===== src/rtl/id_operand_fetch_pkg.sv =====
// id_operand_fetch_pkg
//   Shared definitions for the operand-fetch stage: default widths, instruction
//   field positions and the load-use stall state encoding.
//   Build option: ID_OPERAND_FWD_EN selects the forwarding build (see top).
package id_operand_fetch_pkg;

  localparam int unsigned WORD_W_DEF = 32;
  localparam int unsigned ADDR_W_DEF = 30;
  localparam int unsigned REG_AW_DEF = 5;

  // Low bit of each register field inside the instruction word.
  localparam int unsigned RA_LOC  = 21;
  localparam int unsigned RB_LOC  = 16;
  localparam int unsigned DST_LOC = 11;

  typedef enum logic {
    ST_RUN    = 1'b0,
    ST_BUBBLE = 1'b1
  } of_state_e;

endpackage


===== src/rtl/id_operand_fetch_if.sv =====
// id_operand_fetch_if
//   Fetch-to-decode handoff: the IF pipeline register contents plus the
//   hazard_stall back-pressure that tells IF to hold them.
//   master: IF side (drives if_*, observes hazard_stall)
//   slave : operand-fetch stage (observes if_*, drives hazard_stall)
interface id_operand_fetch_if #(
  parameter int unsigned WORD_W = 32,
  parameter int unsigned ADDR_W = 30
);
  logic              if_valid;
  logic [ADDR_W-1:0] if_pc;
  logic [WORD_W-1:0] if_insn;
  logic              hazard_stall;

  modport master (
    output if_valid, if_pc, if_insn,
    input  hazard_stall
  );

  modport slave (
    input  if_valid, if_pc, if_insn,
    output hazard_stall
  );
endinterface


===== src/rtl/id_operand_fetch_operand_fwd_mux.sv =====
// operand_fwd_mux
//   Per-source operand resolution. Purely combinational.
//   Ports:
//     src_addr_i           source register address
//     rf_data_i            register file read data for src_addr_i
//     ex_*_i / mem_*_i     in-flight writer: valid, write enable (active-low),
//                          destination, result data
//     ex_hit_o / mem_hit_o in-flight writer targets src_addr_i
//     opnd_o               resolved operand (EX wins over MEM)
//   Build option: ID_OPERAND_FWD_EN; without it the operand is always rf_data_i
//   and only the hit flags are used (for hazard detection).
module operand_fwd_mux
  import id_operand_fetch_pkg::*;
#(
  parameter int unsigned WORD_W = WORD_W_DEF,
  parameter int unsigned REG_AW = REG_AW_DEF
) (
  input  logic [REG_AW-1:0] src_addr_i,
  input  logic [WORD_W-1:0] rf_data_i,
  input  logic              ex_en_i,
  input  logic              ex_we_n_i,
  input  logic [REG_AW-1:0] ex_dst_i,
  input  logic [WORD_W-1:0] ex_data_i,
  input  logic              mem_en_i,
  input  logic              mem_we_n_i,
  input  logic [REG_AW-1:0] mem_dst_i,
  input  logic [WORD_W-1:0] mem_data_i,
  output logic              ex_hit_o,
  output logic              mem_hit_o,
  output logic [WORD_W-1:0] opnd_o
);

  assign ex_hit_o  = ex_en_i  & ~ex_we_n_i  & (ex_dst_i  == src_addr_i);
  assign mem_hit_o = mem_en_i & ~mem_we_n_i & (mem_dst_i == src_addr_i);

`ifdef ID_OPERAND_FWD_EN
  always_comb begin
    opnd_o = rf_data_i;
    if (ex_hit_o) begin
      opnd_o = ex_data_i;
    end else if (mem_hit_o) begin
      opnd_o = mem_data_i;
    end
  end
`else
  assign opnd_o = rf_data_i;

  logic unused_fwd_data;
  assign unused_fwd_data = ^{ex_data_i, mem_data_i};
`endif

endmodule


===== src/rtl/id_operand_fetch.sv =====
// id_operand_fetch
//   Operand-fetch stage between the IF pipeline register and EX. Drives the two
//   register file read ports from the fetched instruction, resolves operands
//   against in-flight EX/MEM writers, detects hazards and latches the ID/EX
//   bundle with stall, flush and bubble insertion.
//   Ports:
//     clk, reset            clock; synchronous active-high reset
//     fetch (slave)         if_valid/if_pc/if_insn in, hazard_stall out
//     stall, flush          downstream hold / kill the instruction being latched
//     gpr_rd_addr_0/1       register file read addresses (ra, rb)
//     gpr_rd_data_0/1       register file read data (WB already bypassed)
//     ex_*, mem_*           in-flight writer information and results
//     id_*                  registered ID/EX bundle
//   Build option: ID_OPERAND_FWD_EN
//     defined   : EX/MEM forwarding, single bubble on load-use (RUN/BUBBLE FSM)
//     undefined : no forwarding; bubble while any EX/MEM writer matches ra/rb
module id_operand_fetch
  import id_operand_fetch_pkg::*;
#(
  parameter int unsigned WORD_W = WORD_W_DEF,
  parameter int unsigned ADDR_W = ADDR_W_DEF,
  parameter int unsigned REG_AW = REG_AW_DEF
) (
  input  logic              clk,
  input  logic              reset,
  id_operand_fetch_if.slave fetch,
  input  logic              stall,
  input  logic              flush,
  output logic [REG_AW-1:0] gpr_rd_addr_0,
  output logic [REG_AW-1:0] gpr_rd_addr_1,
  input  logic [WORD_W-1:0] gpr_rd_data_0,
  input  logic [WORD_W-1:0] gpr_rd_data_1,
  input  logic              ex_en,
  input  logic              ex_gpr_we_,
  input  logic              ex_is_load,
  input  logic [REG_AW-1:0] ex_dst_addr,
  input  logic [WORD_W-1:0] ex_fwd_data,
  input  logic              mem_en,
  input  logic              mem_gpr_we_,
  input  logic [REG_AW-1:0] mem_dst_addr,
  input  logic [WORD_W-1:0] mem_fwd_data,
  output logic              id_valid,
  output logic [ADDR_W-1:0] id_pc,
  output logic [WORD_W-1:0] id_insn,
  output logic [REG_AW-1:0] id_dst_addr,
  output logic [WORD_W-1:0] id_opa,
  output logic [WORD_W-1:0] id_opb
);

  logic [REG_AW-1:0] ra, rb, dst;
  logic              ex_hit_ra, ex_hit_rb, mem_hit_ra, mem_hit_rb;
  logic [WORD_W-1:0] opa, opb;
  logic              insert_bubble;

  assign ra  = fetch.if_insn[RA_LOC  +: REG_AW];
  assign rb  = fetch.if_insn[RB_LOC  +: REG_AW];
  assign dst = fetch.if_insn[DST_LOC +: REG_AW];

  assign gpr_rd_addr_0 = ra;
  assign gpr_rd_addr_1 = rb;

  operand_fwd_mux #(.WORD_W(WORD_W), .REG_AW(REG_AW)) u_fwd_a (
    .src_addr_i (ra),
    .rf_data_i  (gpr_rd_data_0),
    .ex_en_i    (ex_en),
    .ex_we_n_i  (ex_gpr_we_),
    .ex_dst_i   (ex_dst_addr),
    .ex_data_i  (ex_fwd_data),
    .mem_en_i   (mem_en),
    .mem_we_n_i (mem_gpr_we_),
    .mem_dst_i  (mem_dst_addr),
    .mem_data_i (mem_fwd_data),
    .ex_hit_o   (ex_hit_ra),
    .mem_hit_o  (mem_hit_ra),
    .opnd_o     (opa)
  );

  operand_fwd_mux #(.WORD_W(WORD_W), .REG_AW(REG_AW)) u_fwd_b (
    .src_addr_i (rb),
    .rf_data_i  (gpr_rd_data_1),
    .ex_en_i    (ex_en),
    .ex_we_n_i  (ex_gpr_we_),
    .ex_dst_i   (ex_dst_addr),
    .ex_data_i  (ex_fwd_data),
    .mem_en_i   (mem_en),
    .mem_we_n_i (mem_gpr_we_),
    .mem_dst_i  (mem_dst_addr),
    .mem_data_i (mem_fwd_data),
    .ex_hit_o   (ex_hit_rb),
    .mem_hit_o  (mem_hit_rb),
    .opnd_o     (opb)
  );

`ifdef ID_OPERAND_FWD_EN
  // A load in EX cannot be forwarded yet; one bubble moves it to MEM where it can.
  of_state_e state_q, state_d;
  logic      load_use_raw;

  assign load_use_raw = fetch.if_valid & ex_is_load & (ex_hit_ra | ex_hit_rb);

  always_ff @(posedge clk) begin
    if (reset) begin
      state_q <= ST_RUN;
    end else begin
      state_q <= state_d;
    end
  end

  // insert_bubble already accounts for stall/flush so the datapath only sees it
  // in cycles where the stage actually advances.
  always_comb begin
    state_d       = state_q;
    insert_bubble = 1'b0;
    if (!stall) begin
      if (flush) begin
        state_d = ST_RUN;
      end else begin
        unique case (state_q)
          ST_RUN: begin
            if (load_use_raw) begin
              state_d       = ST_BUBBLE;
              insert_bubble = 1'b1;
            end
          end
          ST_BUBBLE: state_d = ST_RUN;
          default:   state_d = ST_RUN;
        endcase
      end
    end
  end

  assign fetch.hazard_stall = insert_bubble & ~reset;
`else
  // Without forwarding the instruction waits until no EX/MEM writer targets
  // either source; the writer leaves MEM within two cycles.
  logic hazard_raw;

  assign hazard_raw    = fetch.if_valid & (ex_hit_ra | ex_hit_rb | mem_hit_ra | mem_hit_rb);
  assign insert_bubble = hazard_raw & ~flush;

  assign fetch.hazard_stall = insert_bubble & ~reset;

  logic unused_load;
  assign unused_load = ex_is_load;
`endif

  logic              id_valid_q;
  logic [ADDR_W-1:0] id_pc_q;
  logic [WORD_W-1:0] id_insn_q;
  logic [REG_AW-1:0] id_dst_addr_q;
  logic [WORD_W-1:0] id_opa_q, id_opb_q;

  // Payload fields latch whenever the stage advances; only id_valid
  // distinguishes a real instruction from a flushed or bubbled slot.
  always_ff @(posedge clk) begin
    if (reset) begin
      id_valid_q    <= 1'b0;
      id_pc_q       <= '0;
      id_insn_q     <= '0;
      id_dst_addr_q <= '0;
      id_opa_q      <= '0;
      id_opb_q      <= '0;
    end else if (!stall) begin
      id_valid_q    <= fetch.if_valid & ~flush & ~insert_bubble;
      id_pc_q       <= fetch.if_pc;
      id_insn_q     <= fetch.if_insn;
      id_dst_addr_q <= dst;
      id_opa_q      <= opa;
      id_opb_q      <= opb;
    end
  end

  assign id_valid    = id_valid_q;
  assign id_pc       = id_pc_q;
  assign id_insn     = id_insn_q;
  assign id_dst_addr = id_dst_addr_q;
  assign id_opa      = id_opa_q;
  assign id_opb      = id_opb_q;

endmodule


===== src/flat_wrapper.sv =====
// flat-port wrapper written by rule: the top's interface ports become plain ports
module id_operand_fetch_flat import id_operand_fetch_pkg::*;
#(
  parameter int unsigned WORD_W = WORD_W_DEF,
  parameter int unsigned ADDR_W = ADDR_W_DEF,
  parameter int unsigned REG_AW = REG_AW_DEF
)
  (clk, reset, stall, flush, gpr_rd_addr_0, gpr_rd_addr_1, gpr_rd_data_0, gpr_rd_data_1, ex_en, ex_gpr_we_, ex_is_load, ex_dst_addr, ex_fwd_data, mem_en, mem_gpr_we_, mem_dst_addr, mem_fwd_data, id_valid, id_pc, id_insn, id_dst_addr, id_opa, id_opb, fetch_if_valid, fetch_if_pc, fetch_if_insn, fetch_hazard_stall);
  id_operand_fetch_if #(.WORD_W(WORD_W), .ADDR_W(ADDR_W)) fetch_i ();
  input  logic clk;
  input  logic reset;
  input  logic stall;
  input  logic flush;
  output logic [REG_AW-1:0] gpr_rd_addr_0;
  output logic [REG_AW-1:0] gpr_rd_addr_1;
  input  logic [WORD_W-1:0] gpr_rd_data_0;
  input  logic [WORD_W-1:0] gpr_rd_data_1;
  input  logic ex_en;
  input  logic ex_gpr_we_;
  input  logic ex_is_load;
  input  logic [REG_AW-1:0] ex_dst_addr;
  input  logic [WORD_W-1:0] ex_fwd_data;
  input  logic mem_en;
  input  logic mem_gpr_we_;
  input  logic [REG_AW-1:0] mem_dst_addr;
  input  logic [WORD_W-1:0] mem_fwd_data;
  output logic id_valid;
  output logic [ADDR_W-1:0] id_pc;
  output logic [WORD_W-1:0] id_insn;
  output logic [REG_AW-1:0] id_dst_addr;
  output logic [WORD_W-1:0] id_opa;
  output logic [WORD_W-1:0] id_opb;
  input wire logic [$bits(fetch_i.if_valid)-1:0] fetch_if_valid;
  input wire logic [$bits(fetch_i.if_pc)-1:0] fetch_if_pc;
  input wire logic [$bits(fetch_i.if_insn)-1:0] fetch_if_insn;
  output wire logic [$bits(fetch_i.hazard_stall)-1:0] fetch_hazard_stall;
  assign fetch_i.if_valid = fetch_if_valid;
  assign fetch_i.if_pc = fetch_if_pc;
  assign fetch_i.if_insn = fetch_if_insn;
  assign fetch_hazard_stall = fetch_i.hazard_stall;
  id_operand_fetch #(.WORD_W(WORD_W), .ADDR_W(ADDR_W), .REG_AW(REG_AW)) u_core (.clk(clk), .reset(reset), .fetch(fetch_i), .stall(stall), .flush(flush), .gpr_rd_addr_0(gpr_rd_addr_0), .gpr_rd_addr_1(gpr_rd_addr_1), .gpr_rd_data_0(gpr_rd_data_0), .gpr_rd_data_1(gpr_rd_data_1), .ex_en(ex_en), .ex_gpr_we_(ex_gpr_we_), .ex_is_load(ex_is_load), .ex_dst_addr(ex_dst_addr), .ex_fwd_data(ex_fwd_data), .mem_en(mem_en), .mem_gpr_we_(mem_gpr_we_), .mem_dst_addr(mem_dst_addr), .mem_fwd_data(mem_fwd_data), .id_valid(id_valid), .id_pc(id_pc), .id_insn(id_insn), .id_dst_addr(id_dst_addr), .id_opa(id_opa), .id_opb(id_opb));
endmodule

===== config.mk =====
export PLATFORM = sky130hd
export DESIGN_NAME = id_operand_fetch_flat
export DESIGN_NICKNAME = d
export VERILOG_FILES = /design/src/rtl/id_operand_fetch_pkg.sv /design/src/rtl/id_operand_fetch_if.sv /design/src/rtl/id_operand_fetch_operand_fwd_mux.sv /design/src/rtl/id_operand_fetch.sv /design/src/flat_wrapper.sv
export SDC_FILE = /design/constraint.sdc
export NUM_CORES = 1
export LEC_CHECK = 0
export CELL_PAD_IN_SITES_DETAIL_PLACEMENT = 1
export CELL_PAD_IN_SITES_GLOBAL_PLACEMENT = 2
export CORE_UTILIZATION = 20
export DETAILED_ROUTE_END_ITERATION = 8
export HOLD_SLACK_MARGIN = 0.02
export MAX_ROUTING_LAYER = met4
export PLACE_DENSITY_LB_ADDON = 0.1
export REMOVE_ABC_BUFFERS = 1
export SETUP_SLACK_MARGIN = 0.05
export SYNTH_ARGS = -nofsm -noshare
export SYNTH_HDL_FRONTEND = slang
export SYNTH_SLANG_ARGS = --single-unit

===== constraint.sdc =====
create_clock -name clk -period 6.75 [get_ports clk]
set_clock_uncertainty 0.1 [all_clocks]
set_input_delay 2.025 -clock clk [delete_from_list [all_inputs] [get_ports clk]]
set_output_delay 2.025 -clock clk [all_outputs]
set_load 0.01 [all_outputs]

==> impl_metrics.yaml <==
critical_path:
  path_max_fanout: 4
  reg2reg_slack_ps: 5900
  worst_setup_path_start_kind: "primary input"
  critPathKind: "in -> out"
  end_kind: "output pin"
  required_ps: 4620
  crit_arrival_ps: 4240
floorplan:
  die_h_microns: 157
  std_cell_rows: 56
  die_w_microns: 157
  design.die.area_sq_mm: 0.0246
  start_util_pct: 20.5
  io_pins: 353
  core_sq_mm: 0.0235
sta:
  whs_ps: 393
  final_hold_viol_count: 0
  worstMarginPinSlew_ps: 902
  fmax_mhz: 157
  timing.final.crit_period_ps: 6370
  maxSlewViolCount: 0
  finalSetupViolCount: 0
  maxSlewHeadroom_pct: 39.9
  setup-tns-final_ps: 0
  finalCritPeriodShare_pct: 94.3
  rsz0062_at_grt: "false"
  setup_slack_ps: 384
place:
  gp_congestion: 0.717
  io_buffers: 287
  place_hpwl_microns: 11600
  dp_cells: 1026
  place_ws_ps: 325
clock_network:
  ctsHoldBuffers: 0
  htreeDepth: 4
  clock_latency_ps: 410
  cts_setup_buffers: 0
  cts_buffer_depth: 2
  clkSlewWorstSetupHoldPaths_ps: 60
  clock-root-buffer: "clkbuf_16"
  cts-resized-gates: 0
  numCtsBuffers: 17
  cts_tree: "built"
  cts_num_sinks: 127
route:
  avgViaCountPerCell: 3.98
  wl_microns: 15800
  ant_nets: 0
  drcViolationCount: 0
  vias: 4202
  first_pass_iters: 4
  drtIter0Drc: 83
  wl_per_cell_microns: 14.9
yosys:
  yosys.area.top_type_share_pct: 53.0
  avgSynthCellArea_sq_um: 10.4
  synthArstFlopShare_pct: 0
  yosys_most_used_dff: "dfxtp_1"
  ys_seq_area_share_pct: 53.0
  synth_cells: 460
  synth_top_cell_by_area: "dfxtp_1"
  yosys-top-cells-count: "nor2_1 (131), dfxtp_1 (127), mux2i_1 (126), xor2_1 (20), buf_4 (15)"
  syn-cell-area_sq_mm: 0.00480
  synth_most_common_cell: "nor2_1"
  yosys_warnings: 0
  yosys-top-cells-area: "dfxtp_1 (53%), mux2i_1 (26%), nor2_1 (10%)"
  synth_seq_cells: 127
  synth_edf_count: 0
  synth.distinct_cells: 16
grt:
  gr-total-overflow: 0
  grt_pass1_vias: 4430
  grt_pass1_wl_microns: 23400
  grt_max_degree: 81
  groute.usage.overall_pct: 13.1
  antenna_found_initial: 0
power_and_ir_drop:
  p_leak_nw: 3.53
  ir_drop_mv: 0.132
  p_per_area_mw_per_mm2: 250
layout:
  syn_to_final_growth_pct: 76.6
  diodes: 0
  fin_cells: 1057
  layout-drive-gt1-share_pct: 5.01
  fin_nets: 936
worst_hold_path:
  holdCritPathClass: "reg -> reg"
run:
  maxCapViolCount: 0
status:
  status: "completed"
routing by layer:
metal | track usage, % | part of all wire (%) | vias to the layer above
li1 | - | - | 2036
met4 | 4.20 | 0.79 | 0
met2 | 20.4 | 45 | 187
met1 | 14.1 | 41 | 1966
met5 | - | 0 | -
met3 | 7.24 | 13 | 13
cell type report:
cell class                 instances  area (sq um)
clock inverter                    12           188
sequential                       127          2540
tap                              319           399
clock buffer                      19           433
inverter                           1          3.75
multi-input combinational        289          2020
timing repair buffer             290          2890
fill                            2614         15000
critical path: stages:
cell and delay, ps:
clkdlybuf4s50_1 510, xor2_1 200, nor4_1 320, a22oi_1 180, a2111oi_2 400, clkdlybuf4s50_1 600
flip-flops by register name (all words and copies together), names as in the netlist:
| name | count |
|---|---|
| u_core.id_valid | 1 |
| u_core.id_pc | 30 |
| u_core.id_opb | 32 |
| u_core.id_opa | 32 |
| u_core.id_insn | 28 |
| u_core.id_dst_addr | 4 |
where the power goes:
part           switching [mW]  total [mW]  internal [mW]
logic                   0.128       0.331          0.203
clock network           0.349       0.969          0.620
registers              0.0229       0.818          0.795
cell usage in the layout, fill, tap and decap left out, types with 4 or more instances in the layout:
master           count
buf_4                4
bufinv_16            4
clkbuf_16           17
clkdlybuf4s50_1    285
clkinv_4             5
dfxtp_1            127
mux2i_1            126
nor2_1             131
nor4_1               4
xor2_1              20
cell families (layout without fill, tap and decap cells):
group                  count (synthesis)  after routing  share of synthesized area, %
AND/OR/NAND/NOR                      139            139                          11.4
flip-flops                           127            127                          53.0
multiplexers                         126            126                          26.3
buffers and inverters                 44            322                          4.95
XOR/XNOR                              20             20                          3.65
AO/OA/AOI/OAI                          4              4                         0.808
through the flow:
stage                     power, mW  cell area [sq um]  utilization, %
final                          2.12               8480            36.1
after global routing           2.22               8480            36.1
after CTS                      2.16               8480            36.1
after detailed placement       1.17               7860            33.5
after global placement         1.16               7860            33.5
after floorplan               0.929               4570               -
final timing paths:
kind,from,endpoint,cells after the start
worst min-delay path,u_core.id_opb[17],u_core.id_opb[17],2
worst max register to register,u_core.id_valid,u_core.id_valid,3
worst max-delay path,fetch_if_insn[20],fetch_hazard_stall,6
worst min register to register,u_core.id_opb[17],u_core.id_opb[17],2
No activity file was read; power rests on OpenSTA's default activity.
